File: src/rtl/cache_pkg.sv
// Shared constants and state encoding for the cache miss/refill engine.
package cache_pkg;

    localparam int LINE_WORDS = 16;
    localparam int WORD_W     = 32;
    localparam int LINE_W     = LINE_WORDS * WORD_W;
    localparam int CNT_W      = $clog2(LINE_WORDS);

    localparam logic [CNT_W-1:0] LAST_BEAT  = CNT_W'(LINE_WORDS - 1);
    localparam logic [7:0]       BURST_LEN  = 8'(LINE_WORDS - 1);
    localparam logic [1:0]       BURST_INCR = 2'b01;
    localparam logic [2:0]       SIZE_4B    = 3'b010;

    typedef enum logic [2:0] {
        ST_IDLE,
        ST_AW,
        ST_W,
        ST_B,
        ST_AR,
        ST_R,
        ST_REFRESH
    } state_t;

endpackage

File: src/rtl/cache_line_buf.sv
// One-line buffer shared by the victim drain and the refill fill:
// parallel load, per-word write/read at idx, flat line output.
module cache_line_buf
    import cache_pkg::*;
(
    input  logic              clk,
    input  logic              rst,
    input  logic              load,
    input  logic [LINE_W-1:0] load_line,
    input  logic              wr_en,
    input  logic [CNT_W-1:0]  idx,
    input  logic [WORD_W-1:0] wr_data,
    output logic [WORD_W-1:0] rd_data,
    output logic [LINE_W-1:0] line
);

    logic [LINE_WORDS-1:0][WORD_W-1:0] mem;

    always_ff @(posedge clk) begin
        if (rst)
            mem <= '0;
        else if (load)
            mem <= load_line;
        else if (wr_en)
            mem[idx] <= wr_data;
    end

    assign rd_data = mem[idx];
    assign line    = mem;

endmodule

File: src/rtl/cache_refill_ctrl.sv
// AXI miss engine: optional victim writeback burst, then line refill burst
// and a one-cycle install pulse. Writeback path present only with CACHE_WB_EN.
module cache_refill_ctrl
    import cache_pkg::*;
#(
    parameter logic [3:0] AXI_ID = 4'd0
) (
    input  logic         clk,
    input  logic         rst,
    input  logic         miss,
    input  logic         write_back,
    input  logic [31:0]  axi_raddr,
    input  logic [31:0]  axi_waddr,
    input  logic [511:0] victim_line,
    output logic         busy,
    output logic         refresh,
    output logic [511:0] refill_line,
    output logic [3:0]   arid,
    output logic [31:0]  araddr,
    output logic [7:0]   arlen,
    output logic [2:0]   arsize,
    output logic [1:0]   arburst,
    output logic         arvalid,
    input  logic         arready,
    input  logic [31:0]  rdata,
    input  logic         rlast,
    input  logic         rvalid,
    output logic         rready,
    output logic [3:0]   awid,
    output logic [31:0]  awaddr,
    output logic [7:0]   awlen,
    output logic [2:0]   awsize,
    output logic [1:0]   awburst,
    output logic         awvalid,
    input  logic         awready,
    output logic [31:0]  wdata,
    output logic [3:0]   wstrb,
    output logic         wlast,
    output logic         wvalid,
    input  logic         wready,
    input  logic         bvalid,
    output logic         bready
);

    state_t             state, nxt;
    logic [CNT_W-1:0]   cnt;
    logic [31:0]        raddr_q;
    logic [WORD_W-1:0]  buf_word;
    logic               buf_load;

    always_ff @(posedge clk) begin
        if (rst) begin
            state   <= ST_IDLE;
            cnt     <= '0;
            raddr_q <= '0;
        end else begin
            state <= nxt;
            case (state)
                ST_IDLE: begin
                    cnt <= '0;
                    if (miss) raddr_q <= axi_raddr;
                end
`ifdef CACHE_WB_EN
                ST_W:    if (wready) cnt <= cnt + 1'b1;
`endif
                ST_R:    if (rvalid) cnt <= cnt + 1'b1;
                default: ;
            endcase
        end
    end

    always_comb begin
        nxt     = state;
        arvalid = 1'b0;
        rready  = 1'b0;
        refresh = 1'b0;
        awvalid = 1'b0;
        wvalid  = 1'b0;
        bready  = 1'b0;
        case (state)
            ST_IDLE: begin
`ifdef CACHE_WB_EN
                if (miss) nxt = write_back ? ST_AW : ST_AR;
`else
                if (miss) nxt = ST_AR;
`endif
            end
`ifdef CACHE_WB_EN
            ST_AW: begin
                awvalid = 1'b1;
                if (awready) nxt = ST_W;
            end
            ST_W: begin
                wvalid = 1'b1;
                if (wready && cnt == LAST_BEAT) nxt = ST_B;
            end
            ST_B: begin
                bready = 1'b1;
                if (bvalid) nxt = ST_AR;
            end
`endif
            ST_AR: begin
                arvalid = 1'b1;
                if (arready) nxt = ST_R;
            end
            ST_R: begin
                rready = 1'b1;
                // the slave's rlast ends the burst, not our own count
                if (rvalid && rlast) nxt = ST_REFRESH;
            end
            ST_REFRESH: begin
                refresh = 1'b1;
                nxt     = ST_IDLE;
            end
            default: nxt = ST_IDLE;
        endcase
    end

    assign busy    = (state != ST_IDLE);
    assign arid    = AXI_ID;
    assign araddr  = raddr_q;
    assign arlen   = BURST_LEN;
    assign arsize  = SIZE_4B;
    assign arburst = BURST_INCR;

`ifdef CACHE_WB_EN
    logic [31:0] waddr_q;

    always_ff @(posedge clk) begin
        if (rst)
            waddr_q <= '0;
        else if (state == ST_IDLE && miss)
            waddr_q <= axi_waddr;
    end

    assign buf_load = (state == ST_IDLE) && miss && write_back;
    assign awid     = AXI_ID;
    assign awaddr   = waddr_q;
    assign awlen    = BURST_LEN;
    assign awsize   = SIZE_4B;
    assign awburst  = BURST_INCR;
    assign wdata    = buf_word;
    assign wstrb    = 4'hF;
    assign wlast    = wvalid && (cnt == LAST_BEAT);
`else
    logic unused_wb;
    assign unused_wb = ^{write_back, axi_waddr, victim_line, awready, wready, bvalid, buf_word};
    assign buf_load  = 1'b0;
    assign awid      = '0;
    assign awaddr    = '0;
    assign awlen     = '0;
    assign awsize    = '0;
    assign awburst   = '0;
    assign wdata     = '0;
    assign wstrb     = '0;
    assign wlast     = 1'b0;
`endif

    cache_line_buf u_buf (
        .clk       (clk),
        .rst       (rst),
        .load      (buf_load),
        .load_line (victim_line),
        .wr_en     ((state == ST_R) && rvalid),
        .idx       (cnt),
        .wr_data   (rdata),
        .rd_data   (buf_word),
        .line      (refill_line)
    );

endmodule

File: config.mk
export PLATFORM = sky130hd
export DESIGN_NAME = cache_refill_ctrl
export DESIGN_NICKNAME = d
export VERILOG_FILES = /design/src/rtl/cache_pkg.sv /design/src/rtl/cache_line_buf.sv /design/src/rtl/cache_refill_ctrl.sv
export SDC_FILE = /design/constraint.sdc
export NUM_CORES = 1
export LEC_CHECK = 0
export CAP_MARGIN = 20
export CORE_AREA = 2 2 498 500
export CTS_BUF_LIST = sky130_fd_sc_hd__clkbuf_16
export DETAILED_ROUTE_END_ITERATION = 12
export DIE_AREA = 0 0 500 502
export PLACE_DENSITY = 0.36
export SYNTH_ARGS = -nofsm -noshare
export SYNTH_HDL_FRONTEND = slang
export SYNTH_SLANG_ARGS = --single-unit
export TNS_END_PERCENT = 20
File: constraint.sdc
create_clock -name clk -period 2.7 [get_ports clk]
set_input_delay 0.54 -clock clk [delete_from_list [all_inputs] [get_ports clk]]
set_output_delay 0.54 -clock clk [all_outputs]
set_load 0.02 [all_outputs]
==> summary.md, run 1 <==
| Metric | Value |
|---|---|
| Antenna violations before repair | `23` |
| Crit path arrival time | `1.98 ns` |
| CTS tree | `built` |
| Finished Layout Cells | `5916` |
| H-tree depth | `3` |
| Total global routing overflow | `0` |
| Flop2flop setup slack | `0.73 ns` |
| Worst vdd ir | `0.470 mV` |
| Clk_lat worst skew | `0.71 ns` |
| Vias in the first global route | `16.3k` |
| Final Skew | `0.0335 ns` |
| Min-delay src | `rst` |
| 1st-iter DRT viols | `625` |
| Routed WL per cell | `18.2 um` |
| Status | `finished clean` |
| Critical Path RT | `2.16 ns` |
| All-Layer GR Usage | `0.0835` |
| Synth Area per Inst | `10.2 um^2` |
| Synth unique cells | `33` |
| Most frequent cells in the layout | `clkdlybuf4s50_1, nand2_1, dfxtp_1, mux2i_1, conb_1` |
| RSZ-0062 raised after global routing | `false` |
| Die height | `502 um` |
| Setup_tns | `0 ns` |
| Final hold vios | `0` |
| Final GP Congestion | `0.703` |
| CTS Buffer Depth | `3` |
| Synthesized instance count | `2033` |
| Max-cap violations | `0` |
| Critical path fanouts, max | `7` |
| Remaining DRCs | `0` |
| Worst hold endpoint | `u_buf.line[31]` |
| DR vias/cell | `2.72` |
| CTS Sinks | `551` |
| Vias | `16.1k` |
| Hold Path Cell Cnt | `4` |
| Final net count | `3257` |
| Hpwl dp | `76.6 mm` |
| Largest net degree at the start of global routing | `127` |
| Max-slew violations | `0` |
| Area Overhead vs Synth | `59.3%` |
| Final min period | `2.52 ns` |
| Final Power | `19.0 mW` |
| PortBufs | `617` |
| Peak Freq | `0.397 GHz` |
| First-pass DRT Iterations | `4` |
| DP Area | `0.0307 mm^2` |
| LEAKAGE | `14.2 nW` |
| Worst R2R End | `u_buf.line[284]` |
| Layout cell share with drive strength beyond 1 | `0.0792` |
| Die area | `0.251 mm^2` |
| Final Cell Area | `0.0331 mm^2` |
| Hold_buf cts | `0` |
| Critical path class | `flip-flop to output port` |
| Final wirelength | `108 mm` |
| Worst Reg-to-Reg Cells | `4` |
| Num CTS Buffers | `75` |
| Synth Flop Type | `dfxtp_1` |
| Yosys reg bits | `551` |
| RR Startpoint | `cnt[3]` |
| DP Cell Count | `5778` |
| Worst rel slew slack | `0.363` |
| Mapped Area | `0.0207 mm^2` |
| Seq/Total Area, Yosys | `0.532` |
| Core area | `0.245 mm^2` |
| Number of setup violations in the final report | `0` |
| Pwr dens | `574 mW/mm^2` |
| Ys Warns | `0` |
| Die X | `500 um` |
| Clock transition at the registers of the reported paths | `0.05 ns` |
| Root buffer cell | `clkbuf_16` |
| Final Cycle Share | `0.932` |
| Startpoint Class | `flip-flop` |
| Smallest hold slack | `0.329 ns` |
| Hold Path Class | `input pin to flip-flop` |
| CP endpoint kind | `output port` |
| Post-synth ARST share | `0` |
| Global-route wire length before repair | `143 mm` |
| Most common cell after layout, fill and taps aside | `clkdlybuf4s50_1` |
| IO Pins | `1272` |
| EDFF count, synth | `0` |
| Initial core utilization | `0.0846` |
| Worst-margin pin slew | `0.952 ns` |
| Final ANT Viol Nets | `0` |
| Placement Rows | `182` |
timing repair:
action	4_1_cts	5_1_grt
setup endpoints to repair	4	0
gates resized for setup	5	0
buffers inserted	0	0
final cells by class:
class / count / area, um^2
clock buffers: 77 / 1930
repair buffers: 689 / 7030
inverters: 3 / 18.8
well taps: 3220 / 4030
diodes: 5 / 12.5
flip-flops and latches: 551 / 11000
clock inverters: 56 / 417
multi-input cells: 1315 / 8590
fillers: 27700 / 212000
report_power, final:
| part | switching [mW] | internal, mW | leakage, nW |
|---|---|---|---|
| Combinational | 0.769 | 0.274 | 8.53 |
| Clock | 4.31 | 5.42 | 1.19 |
| Sequential | 0.0234 | 8.17 | 4.44 |
layer usage:
layer	vias to the layer above	wire, um	part of all wire	global-route usage
li1	7668	-	-	-
met1	7738	42800	0.40	0.0924
met2	548	53600	0.50	0.146
met3	145	7770	0.072	0.0288
met4	6	3690	0.034	0.0318
met5	-	37	0.00034	0
sequential cells by signal, indices dropped and copies added, names as in the netlist:
signal,count
u_buf.line,512
araddr,32
cnt,4
state,3
worst max-delay path, cell delays in order (launching register included):
cell	delay (ns)
dfxtp_1	0.35
buf_4	0.18
nor2_1	0.10
clkdlybuf4s50_1	0.66
worst max path at each step:
stage	start	endpoint	slack (ns)
6_report	state[0]	refresh	0.18
5_1_grt	state[2]	refresh	0.003
4_1_cts	state[0]	refresh	0.05
3_5_place_dp	rvalid	u_buf.line[263]	0.16
3_3_place_gp	rvalid	u_buf.line[272]	0.18
2_1_floorplan	rst	cnt[3]	1.06
metrics by stage:
step | util | setup slack, ns
2_1_floorplan | - | 1.06
3_3_place_gp | 0.125 | 0.183
3_5_place_dp | 0.125 | 0.160
4_1_cts | 0.135 | 0.0458
5_1_grt | 0.135 | 0.00270
6_report | 0.135 | 0.182
Yosys cell counts (4+ instances only):
| cell type | instances | area share |
|---|---|---|
| nand2_1 | 611 | 0.11 |
| dfxtp_1 | 551 | 0.53 |
| mux2i_1 | 513 | 0.25 |
| buf_4 | 107 | 0.039 |
| clkbuf_1 | 101 | 0.018 |
| a21oi_1 | 36 | 0.0087 |
| buf_2 | 35 | 0.0084 |
| buf_6 | 24 | 0.013 |
| nand3_1 | 8 | 0.0019 |
| nand3_4 | 7 | 0.0059 |
| and3_1 | 4 | 0.0012 |
| ha_1 | 4 | 0.0024 |
| nand4_2 | 4 | 0.0024 |
logic make-up (layout without fill, tap and decap cells):
family / after synthesis / after routing / synth area share
compound gates: 40 / 40 / 0.0101
fa+ha+maj: 4 / 4 / 0.00241
flops: 551 / 551 / 0.532
other cells: 2 / 111 / 0.000362
mux: 513 / 513 / 0.247
buf+inv: 271 / 825 / 0.0797
simple gates: 652 / 652 / 0.128
Power figures use the tool's default switching activity.
==> run 2, diff against run 1 <==
CORE_AREA = 3 3 499 501   (was 2 2 498 500)
DIE_AREA = 0 0 502 504   (was 0 0 500 502)
==> run 2 against run 1 <==
- worst setup slack improved by 0.0045 ns
- design area barely moved
- total power fell by 1.4%
- critical path type unchanged
- largest power group unchanged
==> summary.md, run 2 (synthesis gave the netlist of run 1 again) <==
| Metric | Value |
|---|---|
| Status | `finished clean` |
| Peak Freq | `0.398 GHz (+0.18%)` |
| 1st-iter DRT viols | `546 (-13%)` |
| RSZ-0062 raised after global routing | `false` |
| Critical Path RT | `2.16 ns (about the same)` |
| Area Overhead vs Synth | `59.4% (about the same)` |
| CTS Sinks | `551 (unchanged)` |
| Setup Fix Bufs, Post-CTS | `0 (unchanged)` |
| Cell family with most CP delay | `buffers and inverters` |
| Clock transition at the registers of the reported paths | `0.06 ns (about the same)` |
| Pint | `13.8 mW (-0.34%)` |
| Hold Path Class | `input pin to flip-flop` |
| Max-cap violations | `0 (unchanged)` |
| Sw frac | `0.261 (-0.00809)` |
| DR vias/cell | `2.73 (+0.27%)` |
| Final wirelength | `107 mm (-1.3%)` |
| Vias | `16.2k (+0.40%)` |
| CTS resizes | `6 (+1)` |
| Critical path class | `flip-flop to output port` |
| Remaining DRCs | `0 (unchanged)` |
| Placement Rows | `182 (unchanged)` |
| Sequential Power Share | `0.438 (+0.006)` |
| Combinational group share of total power | `0.056 (about the same)` |
| Clock power frac | `0.506 (-0.007)` |
| Final hold vios | `0 (unchanged)` |
| Die area | `0.253 mm^2 (+0.80%)` |
| Most common cell after layout, fill and taps aside | `clkdlybuf4s50_1` |
| Final min period | `2.51 ns (-0.00453 ns)` |
| First-pass DRT Iterations | `4 (unchanged)` |
| Root buffer cell | `clkbuf_16` |
| H-tree depth | `3 (unchanged)` |
| Delay of the slowest cell on the worst path | `0.66 ns (about the same)` |
| Max-slew violations | `0 (unchanged)` |
| CP endpoint kind | `output port` |
| Sw Pwr | `4.88 mW (-4.4%)` |
| DP Cell Count | `5790 (+0.21%)` |
| Hold_buf cts | `0 (unchanged)` |
| Worst vdd ir | `0.356 mV (-24%)` |
| Setup_tns | `0 ns (unchanged)` |
| LEAKAGE | `14.2 nW (+0.29%)` |
| Worst-margin pin slew | `0.667 ns (-0.285 ns)` |
| Layout cell share with drive strength beyond 1 | `0.0808 (+0.00165)` |
| Core area | `0.245 mm^2 (unchanged)` |
| Pwr dens | `565 mW/mm^2 (-1.5%)` |
| Final Skew | `0.0220 ns (-0.0115 ns)` |
| Routed WL per cell | `18.0 um (-1.5%)` |
| Number of setup violations in the final report | `0 (unchanged)` |
| Die X | `502 um (+0.40%)` |
| Global-route wire length before repair | `143 mm (-0.22%)` |
| Worst rel slew slack | `0.556 (+0.192)` |
| Clk_lat worst skew | `0.69 ns (-0.02 ns)` |
| IO Pins | `1272 (unchanged)` |
| Finished Layout Cells | `5924 (+0.14%)` |
| Number of flip-flops in the largest register | `512 (unchanged)` |
| Crit path arrival time | `1.97 ns (about the same)` |
| Cell Chain, Critical Path | `nand2_1 > nor2_1 > clkdlybuf4s50_1` |
| Final Cycle Share | `0.931 (-0.00168)` |
| Most frequent cells in the layout | `clkdlybuf4s50_1, nand2_1, dfxtp_1, mux2i_1, conb_1` |
| Num CTS Buffers | `74 (-1.3%)` |
| Final GP Congestion | `0.707 (+0.67%)` |
| Final Power | `18.7 mW (-1.4%)` |
| Vias in the first global route | `16.5k (+1.1%)` |
| PortBufs | `617 (unchanged)` |
| All-Layer GR Usage | `0.0821 (-0.00144)` |
| Final net count | `3268 (+0.34%)` |
| Startpoint Class | `flip-flop` |
| Antenna violations before repair | `18 (-22%)` |
| Die height | `504 um (+0.40%)` |
| Initial core utilization | `0.0846 (unchanged)` |
| Hpwl dp | `77.8 mm (+1.6%)` |
| Total global routing overflow | `0 (unchanged)` |
| CP max-delay cell | `clkdlybuf4s50_1` |
| CTS tree | `built` |
| CTS Buffer Depth | `3 (unchanged)` |
| Largest net degree at the start of global routing | `116 (-8.7%)` |
| Critical path fanouts, max | `11 (+4)` |
| Final ANT Viol Nets | `0 (unchanged)` |
| Crit path buf inv count | `1 (-1)` |
[run 2: layout make-up]
type                       count  area, um^2
clock inverter                53         407
clock buffer                  75        1880
tap                         3220        4030
multi-input combinational   1315        8580
fill                       27800      212000
sequential                   551       11000
timing repair buffer         701        7110
antenna                        6        15.0
inverter                       3        18.8
[run 2: path summary, 6_finish.rpt]
path                                        to     startpoint  slack (ns)  depth (start not counted)
worst max-delay path                   refresh       state[2]        0.19                          3
worst min-delay path                araddr[12]  axi_raddr[12]        0.40                          3
worst min register to register      araddr[19]     araddr[19]        0.45                          2
worst max register to register  u_buf.line[76]         cnt[3]        0.72                          4
[run 2: stage by stage]
stage | hold WS [ns] | utilization | setup slack (ns) | instance area, um^2
floorplan | 0.490 | - | 1.06 | 21100
global placement | 0.443 | 0.125 | 0.200 | 30800
detailed placement | 0.447 | 0.125 | 0.183 | 30800
CTS | 0.287 | 0.135 | 0.0481 | 33100
global route | 0.334 | 0.135 | 0.0329 | 33100
finish | 0.399 | 0.135 | 0.187 | 33100
[run 2: layer usage]
metal	GRT usage	share of wire
met2	0.144	0.50
met3	0.0278	0.073
met5	0	0
met1	0.0907	0.40
met4	0.0305	0.033
[run 2: power by group through the flow]
stage / combinational, mW / clock, mW / sequential, mW
after floorplan: 0.561 / 0 / 8.41
after global placement: 1.12 / 0 / 8.37
after detailed placement: 1.11 / 0 / 8.37
after CTS: 1.11 / 9.99 / 8.19
after global routing: 1.15 / 10.3 / 8.19
final: 1.04 / 9.45 / 8.20
[run 2: tightest hold or removal path: cells and delay by family]
kind	cells	cell delay, ns
buf+inv	1	0.40
compound gates	1	0.05
simple gates	1	0.05
==> run 3, diff against run 2 <==
SKIP_CTS_REPAIR_TIMING = 1   (was unset)
==> run 3 against run 2 <==
- total power barely moved
- sequential power barely moved
- critical endpoint unchanged
- critical path depth did not move
- register-to-register slack barely moved
- largest cell class unchanged
- sequential share of layout area barely moved
==> summary.md, run 3 (synthesis gave the netlist of run 1 again) <==
| Metric | Value |
|---|---|
| CP max-delay cell | `clkdlybuf4s50_1` |
| Most frequent cells in the layout | `clkdlybuf4s50_1, nand2_1, dfxtp_1, mux2i_1, conb_1` |
| Final core occ | `0.135 (about the same)` |
| Most common cell after layout, fill and taps aside | `clkdlybuf4s50_1` |
| Largest net degree at the start of global routing | `116 (unchanged)` |
| Core area | `0.245 mm^2 (unchanged)` |
| Final Skew | `0.0211 ns (-0.000891 ns)` |
| Worst vdd ir | `0.356 mV (about the same)` |
| Die area | `0.253 mm^2 (unchanged)` |
| CTS tree | `built` |
| Final Power | `18.7 mW (about the same)` |
| Die height | `504 um (unchanged)` |
| Critical Path RT | `2.16 ns (about the same)` |
| Final Cycle Share | `0.930 (about the same)` |
| CTS Buffer Depth | `3 (unchanged)` |
| Peak Freq | `0.398 GHz (about the same)` |
| Final net count | `3268 (unchanged)` |
| Clk_lat worst skew | `0.69 ns (about the same)` |
| All-Layer GR Usage | `0.0821 (unchanged)` |
| Layout cell share with drive strength beyond 1 | `0.0808 (unchanged)` |
| Pwr dens | `565 mW/mm^2 (about the same)` |
| Final hold vios | `0 (unchanged)` |
| Number of setup violations in the final report | `0 (unchanged)` |
| Hold Path Cell Cnt | `3 (unchanged)` |
| Status | `finished clean` |
| Final Cell Area | `0.0331 mm^2 (about the same)` |
| Routed WL per cell | `18.0 um (about the same)` |
| Antenna violations before repair | `18 (unchanged)` |
| Hold Path Class | `input pin to flip-flop` |
| Die X | `502 um (unchanged)` |
| Max-slew violations | `0 (unchanged)` |
| Hpwl dp | `77.8 mm (unchanged)` |
| LEAKAGE | `14.2 nW (+0.24%)` |
| Smallest hold slack | `0.399 ns (+0.0000900 ns)` |
| CP endpoint kind | `output port` |
| Final wirelength | `106 mm (about the same)` |
| Worst-margin pin slew | `0.667 ns (-0.000109 ns)` |
| 1st-iter DRT viols | `584 (+7.0%)` |
| Vias in the first global route | `16.5k (unchanged)` |
| Area Overhead vs Synth | `59.4% (about the same)` |
| DP Area | `0.0308 mm^2 (unchanged)` |
| Final min period | `2.51 ns (-0.00221 ns)` |
| Fillers | `27.8k (-0.0072%)` |
| RSZ-0062 raised after global routing | `false` |
| Setup_tns | `0 ns (unchanged)` |
| Startpoint Class | `flip-flop` |
| Clock transition at the registers of the reported paths | `0.06 ns (about the same)` |
| Final ANT Viol Nets | `0 (unchanged)` |
| PortBufs | `617 (unchanged)` |
| Crit path arrival time | `1.97 ns (about the same)` |
| Global-route wire length before repair | `143 mm (unchanged)` |
| Max-cap violations | `0 (unchanged)` |
| First-pass DRT Iterations | `4 (unchanged)` |
| Total global routing overflow | `0 (unchanged)` |
| Cell Chain, Critical Path | `nand2_1 > nor2_1 > clkdlybuf4s50_1` |
| Delay of the slowest cell on the worst path | `0.66 ns (about the same)` |
| Critical path fanouts, max | `11 (unchanged)` |
| Worst Reg-to-Reg Cells | `4 (unchanged)` |
| Initial core utilization | `0.0846 (unchanged)` |
| H-tree depth | `3 (unchanged)` |
| Final GP Congestion | `0.707 (unchanged)` |
| Remaining DRCs | `0 (unchanged)` |
| Number of flip-flops in the largest register | `512 (unchanged)` |
| IO Pins | `1272 (unchanged)` |
| Vias | `16.2k (+0.012%)` |
| Root buffer cell | `clkbuf_16` |
| Placement Rows | `182 (unchanged)` |
| Worst rel slew slack | `0.556 (about the same)` |
| CTS Sinks | `551 (unchanged)` |
| Num CTS Buffers | `74 (unchanged)` |
| DR vias/cell | `2.73 (about the same)` |
| Critical path class | `flip-flop to output port` |
run 3: cell types whose count changed in the layout (fill, tap and decap cells not counted), sizes merged:
| cell | delta |
|---|---|
| dlymetal6s2s | +3 |
| dlygate4sd2 | -3 |
run 3: worst max-delay path: cells and delay by family (launching register included):
family                 cells  cell delay [ns]
buffers and inverters      1             0.66
flip-flops                 1             0.46
AND/OR/NAND/NOR            2             0.17
run 3: final cells by class:
cell class | count | area (um^2) | share of cell area
clock inverter | 53 | 407 | 0.0123
inverter | 3 | 18.8 | 0.000567
timing repair buffer | 701 | 7120 | 0.215
sequential | 551 | 11000 | 0.334
multi-input combinational | 1315 | 8580 | 0.259
clock buffer | 75 | 1880 | 0.0567
tap | 3220 | 4030 | 0.122
antenna | 6 | 15.0 | 0.000454
run 3: power by group:
part	internal (mW)	switching, mW
sequential	8.17	0.0249
combinational	0.286	0.758
clock	5.36	4.10
run 3: worst paths after layout:
check | startpoint | endpoint | slack (ns)
worst max-delay path | state[2] | refresh | 0.19
worst min-delay path | axi_raddr[12] | araddr[12] | 0.40
worst max register to register | cnt[3] | u_buf.line[76] | 0.72
worst min register to register | araddr[5] | araddr[5] | 0.45
run 3: metal layers:
metal / wire length, um / vias to the layer above / GRT usage
met5: 0 / - / 0
met4: 3450 / 0 / 0.0305
met3: 7730 / 137 / 0.0278
met2: 53100 / 553 / 0.144
met1: 42200 / 7778 / 0.0907
li1: - / 7704 / -
run 3: through the flow:
stage / cells / setup WS [ns]
CTS: 5918 / -0.258
global placement: 5790 / 0.200
detailed placement: 5790 / 0.183
global route: 5919 / 0.0329
finish: 5924 / 0.189
floorplan: 2137 / 1.06
